$ cat config.mk
export PLATFORM = sky130hd
export DESIGN_NAME = ss_read_buffer_flat
export DESIGN_NICKNAME = d
export VERILOG_FILES = /design/src/rtl/ss_read_buffer_if.sv /design/src/rtl/ss_read_buffer.sv /design/src/flat_wrapper.sv
export SDC_FILE = /design/constraint.sdc
export NUM_CORES = 1
export LEC_CHECK = 0
export ABC_AREA = 1
export BUFFER_PORTS_ARGS = -buffer_cell sky130_fd_sc_hd__buf_4
export CAP_MARGIN = 10
export CELL_PAD_IN_SITES_DETAIL_PLACEMENT = 0
export CELL_PAD_IN_SITES_GLOBAL_PLACEMENT = 1
export CORE_ASPECT_RATIO = 1.1
export CORE_UTILIZATION = 51
export CTS_CLUSTER_SIZE = 8
export DETAILED_ROUTE_END_ITERATION = 16
export PLACE_DENSITY = 0.88
export SYNTH_ARGS = -nofsm -noshare
export SYNTH_HDL_FRONTEND = slang
export SYNTH_SLANG_ARGS = --single-unit
$ cat constraint.sdc
create_clock -name i_clk -period 5 [get_ports i_clk]
set_clock_uncertainty 0.05 [all_clocks]
set_input_delay 0.25 -clock i_clk [delete_from_list [all_inputs] [get_ports i_clk]]
set_output_delay 0.25 -clock i_clk [all_outputs]
set_load 0.02 [all_outputs]
$ cat src/rtl/ss_read_buffer_if.sv
// Stream and sequencer-side bundle of the read buffer.
// The slave modport is the buffer; master is whatever drives the sequencer/BRAM/consumer side.
interface ss_read_buffer_if #(
  parameter int SIZE_DATA = 8,
  parameter int DEPTH     = 8
);
  logic                   start_read_data;
  logic                   re_ram;
  logic [SIZE_DATA-1:0]   rdata_ram;
  logic                   done_read_data;
  logic                   en_read_data;
  logic [SIZE_DATA-1:0]   data;
  logic                   valid;
  logic                   ready;
  logic [$clog2(DEPTH):0] count;
  logic                   overflow;
  logic                   done;

  modport master (
    output start_read_data, re_ram, rdata_ram, done_read_data, ready,
    input  en_read_data, data, valid, count, overflow, done
  );

  modport slave (
    input  start_read_data, re_ram, rdata_ram, done_read_data, ready,
    output en_read_data, data, valid, count, overflow, done
  );
endinterface

$ cat src/rtl/ss_read_buffer.sv
// Captures latency-aligned BRAM read data into a first-word-fall-through FIFO,
// throttles the address sequencer and flags end of transfer.
module ss_read_buffer #(
  parameter int SIZE_DATA  = 8,
  parameter int DEPTH      = 8,
  parameter int RD_LATENCY = 1
) (
  input  logic           i_clk,
  input  logic           i_rst,
  ss_read_buffer_if.slave bus
);

  localparam int AW = $clog2(DEPTH);
  localparam int CW = AW + 1;

  logic [SIZE_DATA-1:0] mem_reg [DEPTH];
  logic                 vpipe_reg [RD_LATENCY];
  logic [AW-1:0]        wr_ptr_reg;
  logic [AW-1:0]        rd_ptr_reg;
  logic [CW-1:0]        count_reg;
  logic                 start_q_reg;
  logic                 overflow_reg;
  logic                 done_seen_reg;
  logic                 done_reg;
  logic                 en_reg;

  logic                 start_edge;
  logic                 push;
  logic                 pop;
  logic                 full;
  logic                 push_ok;
  logic                 not_empty;
  logic                 pipe_busy;
  logic [CW:0]          pending;
  logic [CW:0]          free_words;
  logic                 en_next;

  assign start_edge = bus.start_read_data & ~start_q_reg;
  assign not_empty  = (count_reg != '0);
  assign full       = (count_reg == CW'(DEPTH));
  assign push       = vpipe_reg[RD_LATENCY-1];
  assign pop        = not_empty & bus.ready;
  // A push into a full FIFO is only legal when the head leaves in the same cycle.
  assign push_ok    = push & (~full | pop);

  // Read-strobe pipeline: the last stage marks the cycle i_rdata_ram is valid.
  for (genvar gi = 0; gi < RD_LATENCY; gi++) begin : g_vpipe
    if (gi == 0) begin : g_head
      always_ff @(posedge i_clk or posedge i_rst) begin
        if (i_rst)           vpipe_reg[gi] <= 1'b0;
        else if (start_edge) vpipe_reg[gi] <= 1'b0;
        else                 vpipe_reg[gi] <= bus.re_ram;
      end
    end else begin : g_tail
      always_ff @(posedge i_clk or posedge i_rst) begin
        if (i_rst)           vpipe_reg[gi] <= 1'b0;
        else if (start_edge) vpipe_reg[gi] <= 1'b0;
        else                 vpipe_reg[gi] <= vpipe_reg[gi-1];
      end
    end
  end

  always_comb begin
    pending   = (CW+1)'(bus.re_ram);
    pipe_busy = 1'b0;
    for (int i = 0; i < RD_LATENCY; i++) begin
      pending   = pending + (CW+1)'(vpipe_reg[i]);
      pipe_busy = pipe_busy | vpipe_reg[i];
    end
  end

  // Reads still in flight must find room, plus slack for the sequencer's registered strobe.
  assign free_words = (CW+1)'(DEPTH) - {1'b0, count_reg};
  assign en_next    = (free_words >= pending) &&
                      ((free_words - pending) >= (CW+1)'(RD_LATENCY + 2));

  always_ff @(posedge i_clk) begin
    if (push_ok && !start_edge) mem_reg[wr_ptr_reg] <= bus.rdata_ram;
  end

  always_ff @(posedge i_clk or posedge i_rst) begin
    if (i_rst) begin
      wr_ptr_reg    <= '0;
      rd_ptr_reg    <= '0;
      count_reg     <= '0;
      start_q_reg   <= 1'b0;
      overflow_reg  <= 1'b0;
      done_seen_reg <= 1'b0;
      done_reg      <= 1'b0;
      en_reg        <= 1'b0;
    end else begin
      start_q_reg <= bus.start_read_data;
      en_reg      <= en_next;
      if (start_edge) begin
        wr_ptr_reg    <= '0;
        rd_ptr_reg    <= '0;
        count_reg     <= '0;
        overflow_reg  <= 1'b0;
        done_seen_reg <= 1'b0;
        done_reg      <= 1'b0;
      end else begin
        if (push_ok) wr_ptr_reg <= wr_ptr_reg + AW'(1);
        if (pop)     rd_ptr_reg <= rd_ptr_reg + AW'(1);
        case ({push_ok, pop})
          2'b10:   count_reg <= count_reg + CW'(1);
          2'b01:   count_reg <= count_reg - CW'(1);
          default: count_reg <= count_reg;
        endcase
        if (push && full && !pop) overflow_reg  <= 1'b1;
        if (bus.done_read_data)   done_seen_reg <= 1'b1;
        done_reg <= done_seen_reg & ~not_empty & ~pipe_busy & ~bus.re_ram;
      end
    end
  end

  assign bus.valid        = not_empty;
  assign bus.data         = not_empty ? mem_reg[rd_ptr_reg] : '0;
  assign bus.count        = count_reg;
  assign bus.overflow     = overflow_reg;
  assign bus.done         = done_reg;
  assign bus.en_read_data = en_reg;

endmodule

$ cat src/flat_wrapper.sv
// flat-port wrapper written by rule: the top's interface ports become plain ports
module ss_read_buffer_flat 
#(
  parameter int SIZE_DATA  = 8,
  parameter int DEPTH      = 8,
  parameter int RD_LATENCY = 1
)
  (i_clk, i_rst, bus_start_read_data, bus_re_ram, bus_rdata_ram, bus_done_read_data, bus_ready, bus_en_read_data, bus_data, bus_valid, bus_count, bus_overflow, bus_done);
  ss_read_buffer_if #(.SIZE_DATA(SIZE_DATA), .DEPTH(DEPTH)) bus_i ();
  input  logic i_clk;
  input  logic i_rst;
  input wire logic [$bits(bus_i.start_read_data)-1:0] bus_start_read_data;
  input wire logic [$bits(bus_i.re_ram)-1:0] bus_re_ram;
  input wire logic [$bits(bus_i.rdata_ram)-1:0] bus_rdata_ram;
  input wire logic [$bits(bus_i.done_read_data)-1:0] bus_done_read_data;
  input wire logic [$bits(bus_i.ready)-1:0] bus_ready;
  output wire logic [$bits(bus_i.en_read_data)-1:0] bus_en_read_data;
  output wire logic [$bits(bus_i.data)-1:0] bus_data;
  output wire logic [$bits(bus_i.valid)-1:0] bus_valid;
  output wire logic [$bits(bus_i.count)-1:0] bus_count;
  output wire logic [$bits(bus_i.overflow)-1:0] bus_overflow;
  output wire logic [$bits(bus_i.done)-1:0] bus_done;
  assign bus_i.start_read_data = bus_start_read_data;
  assign bus_i.re_ram = bus_re_ram;
  assign bus_i.rdata_ram = bus_rdata_ram;
  assign bus_i.done_read_data = bus_done_read_data;
  assign bus_i.ready = bus_ready;
  assign bus_en_read_data = bus_i.en_read_data;
  assign bus_data = bus_i.data;
  assign bus_valid = bus_i.valid;
  assign bus_count = bus_i.count;
  assign bus_overflow = bus_i.overflow;
  assign bus_done = bus_i.done;
  ss_read_buffer #(.SIZE_DATA(SIZE_DATA), .DEPTH(DEPTH), .RD_LATENCY(RD_LATENCY)) u_core (.i_clk(i_clk), .i_rst(i_rst), .bus(bus_i));
endmodule
======== After elaboration in Yosys (flattened, before gate mapping) ========
Memories as Yosys holds them, arrays and structs flattened.
Index checks and enable logic that the tools add are counted.
cells by class
  add/sub/neg operators ................... 7
  magnitude comparators ................... 2
  equal/unequal tests ..................... 3
  muxes and demuxes ....................... 15
  bitwise gates (word level) .............. 12
  reduce and logical (&&, ||, !) cells .... 12
operators with widths
  kind                 count
  $mux 3               4
  $mux 1               8
  $mux 8               1
  $pmux 4 s2           1
  $reduce_bool 2->1    4
  $add 3x1->3 const B  2
  $and 1x1->1          6
  $ge 5x2->1 const B   1
  $ge 5x5->1           1
  $not 1->1            5
  $sub 4x4->5 const A  1
  $sub 5x5->5          1
  $add 4x1->4 const B  1
  $eq 4x4->1 const B   1
  $logic_and 1x1->1    4
  $mux 4               1
  $reduce_bool 4->1    1
  $sub 4x1->4 const B  1
  $reduce_bool 3->1    1
  $add 1x1->2          1
  $eq 2x1->1 const B   1
  $eq 2x2->1 const B   1
  $logic_not 1->1      2
  $or 1x1->1           1
word-level totals
  bits in registers ....................... 16
  bits in writable memories ............... 64
  output and inout port bits .............. 16
  logic and storage cells ................. 61
  memories ................................ 1
memory list
  name            words  bits a word  rd ports  clocked after memory_dff  write ports  RTL line              RTL
  u_core.mem_reg  8      8            1         0                         1            ss_read_buffer.sv:16  logic [SIZE_DATA-1:0] mem_reg [DEPTH];

======== Logic depth before layout (Yosys ltp) ========
  word-level depth ........................ 7
  depth in mapped cells ................... 15

======== Least setup slack after synthesis ========
No wires, ideal clock.
  kind .................................... register to register
  from .................................... reg u_core.count_reg[0], in the netlist u_core.bus.count[0]
  to ...................................... reg u_core.count_reg[3], in the netlist u_core.bus.count[3]
  setup time .............................. 0.117 ns
  arrival time ............................ 2.004 ns
  data required time ...................... 4.833 ns
  setup slack ............................. 2.828 ns
  stages on the path, launching flop included .. 15
  buffers on the path ..................... 0
  period minus slack after synthesis ...... 2.172 ns
  cell sequence ........................... dfrtp_1 inv_1 ha_1 nand2_2 nand3_2 inv_1 ha_1 nand2_1 nand2_1 nor2_1 nand3_1 nand2_1 inv_1 nand2_1 nand2_1
between the ends
  word-level cells in the longest chain between the ends .. 7
  elaborated cells between the ends (all ways) .. 13
  classes of those cells .................. 2 x add/sub; 3 x eq/ne; 2 x mux; 4 x bitwise; 2 x reduce/logical
RTL lines
  item                                                    RTL line                                    RTL
  from (decl)                                             ss_read_buffer.sv:20                        logic [CW-1:0] count_reg;
  from (signal assigned)                                  ss_read_buffer.sv:105                       2'b10: count_reg <= count_reg + CW'(1);
  from (signal assigned)                                  ss_read_buffer.sv:106                       2'b01: count_reg <= count_reg - CW'(1);
  from (signal assigned)                                  ss_read_buffer.sv:107                       default: count_reg <= count_reg;
  $reduce_bool 4->1 / $eq 4x4->1 (equally long branches)  ss_read_buffer.sv:39, ss_read_buffer.sv:40
  $and 1x1->1 / $not 1->1 (equally long branches)         ss_read_buffer.sv:42, ss_read_buffer.sv:44
  $or 1x1->1                                              ss_read_buffer.sv:44                        assign push_ok = push & (~full | pop);
  $and 1x1->1                                             ss_read_buffer.sv:44
  $eq 2x1->1 / $eq 2x2->1 (equally long branches)         ss_read_buffer.sv:104                       case ({push_ok, pop})
  $pmux 4 s2                                              ss_read_buffer.sv:104
  $mux 4                                                  ss_read_buffer.sv:94                        if (start_edge) begin
Several ways; a longest one is shown, not always the timed one.
A chain may end at the register's enable or synchronous reset.

======== Worst setup path in the final report ========
  from .................................... reg u_core.rd_ptr_reg[1]
  to ...................................... out bus_data[0]
between the ends
  word-level cells in the longest chain between the ends .. 2
RTL lines
  item                    RTL line               RTL
  from (decl)             ss_read_buffer.sv:19   logic [AW-1:0] rd_ptr_reg;
  from (signal assigned)  ss_read_buffer.sv:103  if (pop) rd_ptr_reg <= rd_ptr_reg + AW'(1);
  $mem_v2 8x8             n/a
  $mux 8                  ss_read_buffer.sv:117  assign bus.data = not_empty ? mem_reg[rd_ptr_reg] : '0;
  to (decl)               flat_wrapper.sv:18     output wire logic [$bits(bus_i.data)-1:0] bus_data;
Every way passes these cells.

==> results.txt <==
Sequential area share after synthesis = 0.6337
Syn nets = 372
1st-iter DRT viols = 166
Global Route Usage Sum = 0.2016
Post-DP Area = 0.003910 sq mm
I/O Buffers = 29
Tmin final = 2.491 ns
Vias per inst = 5.290
Share of the synthesized area in the top cell type = 0.5244
Rel. slew slack = 0.2929
I/O Pins = 30
Most frequent cell after synthesis = nor2_1
Max reg flops = 64
Clk pwr share = 0.191
CP Max Fanout = 34
Global-route wire length before repair = 11510 um
TritonCTS buffer count = 9
Peak supply drop = 0.3136 mV
Die ar. = 0.007529 sq mm
Number of synthesized flops with an enable pin = 64
Synth area leaders = edfxtp_1, dfrtp_1, nor2_1
Register-to-Register Path Depth = 7
Number of routed nets with antenna violations = 0
Post-synth top cells = nor2_1, edfxtp_1, nand2_1
Antenna violations before repair = 0
CTS tree = done
Sw Ratio = 0.4081
Arr. time, crit path = 2.19 ns
Lkg Pwr = 0.001656 uW
Cts repair resizes = 0
Area Overhead vs Synth = 12.33%
Core footprint = 0.006967 sq mm
Final setup fails = 0
Detailed-route DRC error count = 0
Kind of critical path = flip-flop to primary output
# rows = 32
Worst Hold Class = input port to flip-flop
Maximum operating frequency = 401.4 MHz
Synth warn = 0
CP Capture Type = primary output
First-pass DRT Iterations = 4
Final WL = 7051 um
Grt ovf = 0
Slew @ Worst Pin = 1.061 ns
Hold Slack = 0.08109 ns
Placer Congestion = 0.7913
Vias in the first global route = 2399
Reg power frac = 0.377
NetSw = 963.3 uW
Clock insertion delay at the later pin of the skew report = 0.35 ns
Synth Flop Type = edfxtp_1
H-tree Lvls = 3
CTS Root Cell = clkbuf_8
Tot Pwr = 2360 uW
Layout cells sized above 1 = 0.1484
Synth area leader = edfxtp_1
Mean post-synth cell area = 10.53 sq um
Clock slew at reported path FFs = 0.08 ns
Startpoint types = flip-flop
Post-DR wirelength/cell = 15.03 um
Antenna fix cells = 0
Status = complete, no violations
Nets = 403
Crit share post-route = 0.4983
Total negative setup slack = 0 ns
Int Pwr = 1397 uW
Comb power frac = 0.432
Post-Synthesis Cells = 348
Pwr Density = 573.4 mW/mm^2
Max Cap Viol = 0
Area of the mapped netlist = 0.003665 sq mm
Pin count of the biggest net entering global routing = 35
Via count = 2481
Synth Register Bits = 80
Final hold violations = 0
Final Max Tran Viols = 0
HPWL Detailed = 4659 um
Req. time, crit path = 4.70 ns
Initial Util = 0.5260
Fin util = 0.5909
Hold Path Cell Cnt = 1
Die X = 82.83 um
Yosys cell types = 31
Clock sink count = 80
Max clock buf depth = 2
RSZ-0062 raised after global routing = no
Die H = 90.91 um
Post-route cell area = 0.004116 sq mm
Asr flop ratio synth = 0.2000
==> metrics by stage <==
stage	worst slack, ns	cells
global route	2.290	469
global placement	2.624	451
detailed placement	2.546	451
floorplan	2.828	348
finish	2.509	469
CTS	2.453	469
==> per-layer routing <==
| layer | track usage | wire length, um | up-vias |
|---|---|---|---|
| li1 | - | - | 1243 |
| met1 | 0.2678 | 3140 | 1171 |
| met2 | 0.3238 | 3499 | 59 |
| met3 | 0.04205 | 360 | 8 |
| met4 | 0.08333 | 51 | 0 |
| met5 | 0 | 0 | - |
==> placed cells by master (no fill, tap or decap), types with 3 or more instances in the layout <==
master and n:
inv_1 24, nand3_1 6, dfrtp_1 16, inv_2 3, buf_4 30, edfxtp_1 64, nand2_1 43, o21ai_0 39
clkbuf_8 9, nor2_1 81, o21ai_1 24, ha_1 8, nand4_1 5, a21oi_1 4
==> worst max-delay path: stages, from the launching register on <==
cell	delay, ns
dfrtp_1	1.04
o21ai_0	0.23
o21ai_0	0.21
o21ai_0	0.11
nor2_1	0.11
buf_4	0.14
==> final timing paths <==
path                                      start                   end  slack [ns]
max                        u_core.rd_ptr_reg[1]           bus_data[0]        2.51
min                            bus_rdata_ram[5]  u_core.mem_reg[4][5]        0.08
max reg2reg                 u_core.bus.count[0]  u_core.mem_reg[2][4]        2.57
min reg2reg                 u_core.bus.overflow   u_core.bus.overflow        0.46
max in group asynchronous                 i_rst   u_core.bus.count[0]        4.00
min in group asynchronous                 i_rst  u_core.wr_ptr_reg[1]        0.49
==> layout make-up <==
class / instances / area [sq um]
Tap cell: 85 / 106.4
Timing Repair Buffer: 32 / 245.2
Fill cell: 595 / 2850
Sequential cell: 80 / 2322
Inverter: 27 / 101.3
Clock inverter: 6 / 58.81
Clock buffer: 10 / 127.6
Multi-Input combinational cell: 229 / 1155
==> power groups by stage <==
stage          clock network (uW)  logic [uW]  registers [uW]
6_report                      452        1020             889
5_1_grt                       483        1150             900
4_1_cts                       458        1030             889
3_5_place_dp                    0        1030             903
3_3_place_gp                    0        1010             902
2_1_floorplan                   0         762             876
==> cell families (layout without fill, tap and decap cells) <==
| family | Yosys count | after routing | synth area share |
|---|---|---|---|
| DFF | 80 | 80 | 0.6337 |
| AOI/OAI and AO/OA | 71 | 71 | 0.1024 |
| buffers and inverters | 39 | 75 | 0.05121 |
| adders and majority gates | 10 | 10 | 0.03824 |
| and+or+nand+nor | 146 | 146 | 0.1697 |
| xor gates and xnor gates | 2 | 2 | 0.004781 |
==> what timing repair did <==
action                    in CTS  in global routing
hold buffers                   2                  0
setup buffers                  0                  0
hold endpoints to repair      17                  0
Note: power is estimated with default switching activity, not from simulation.
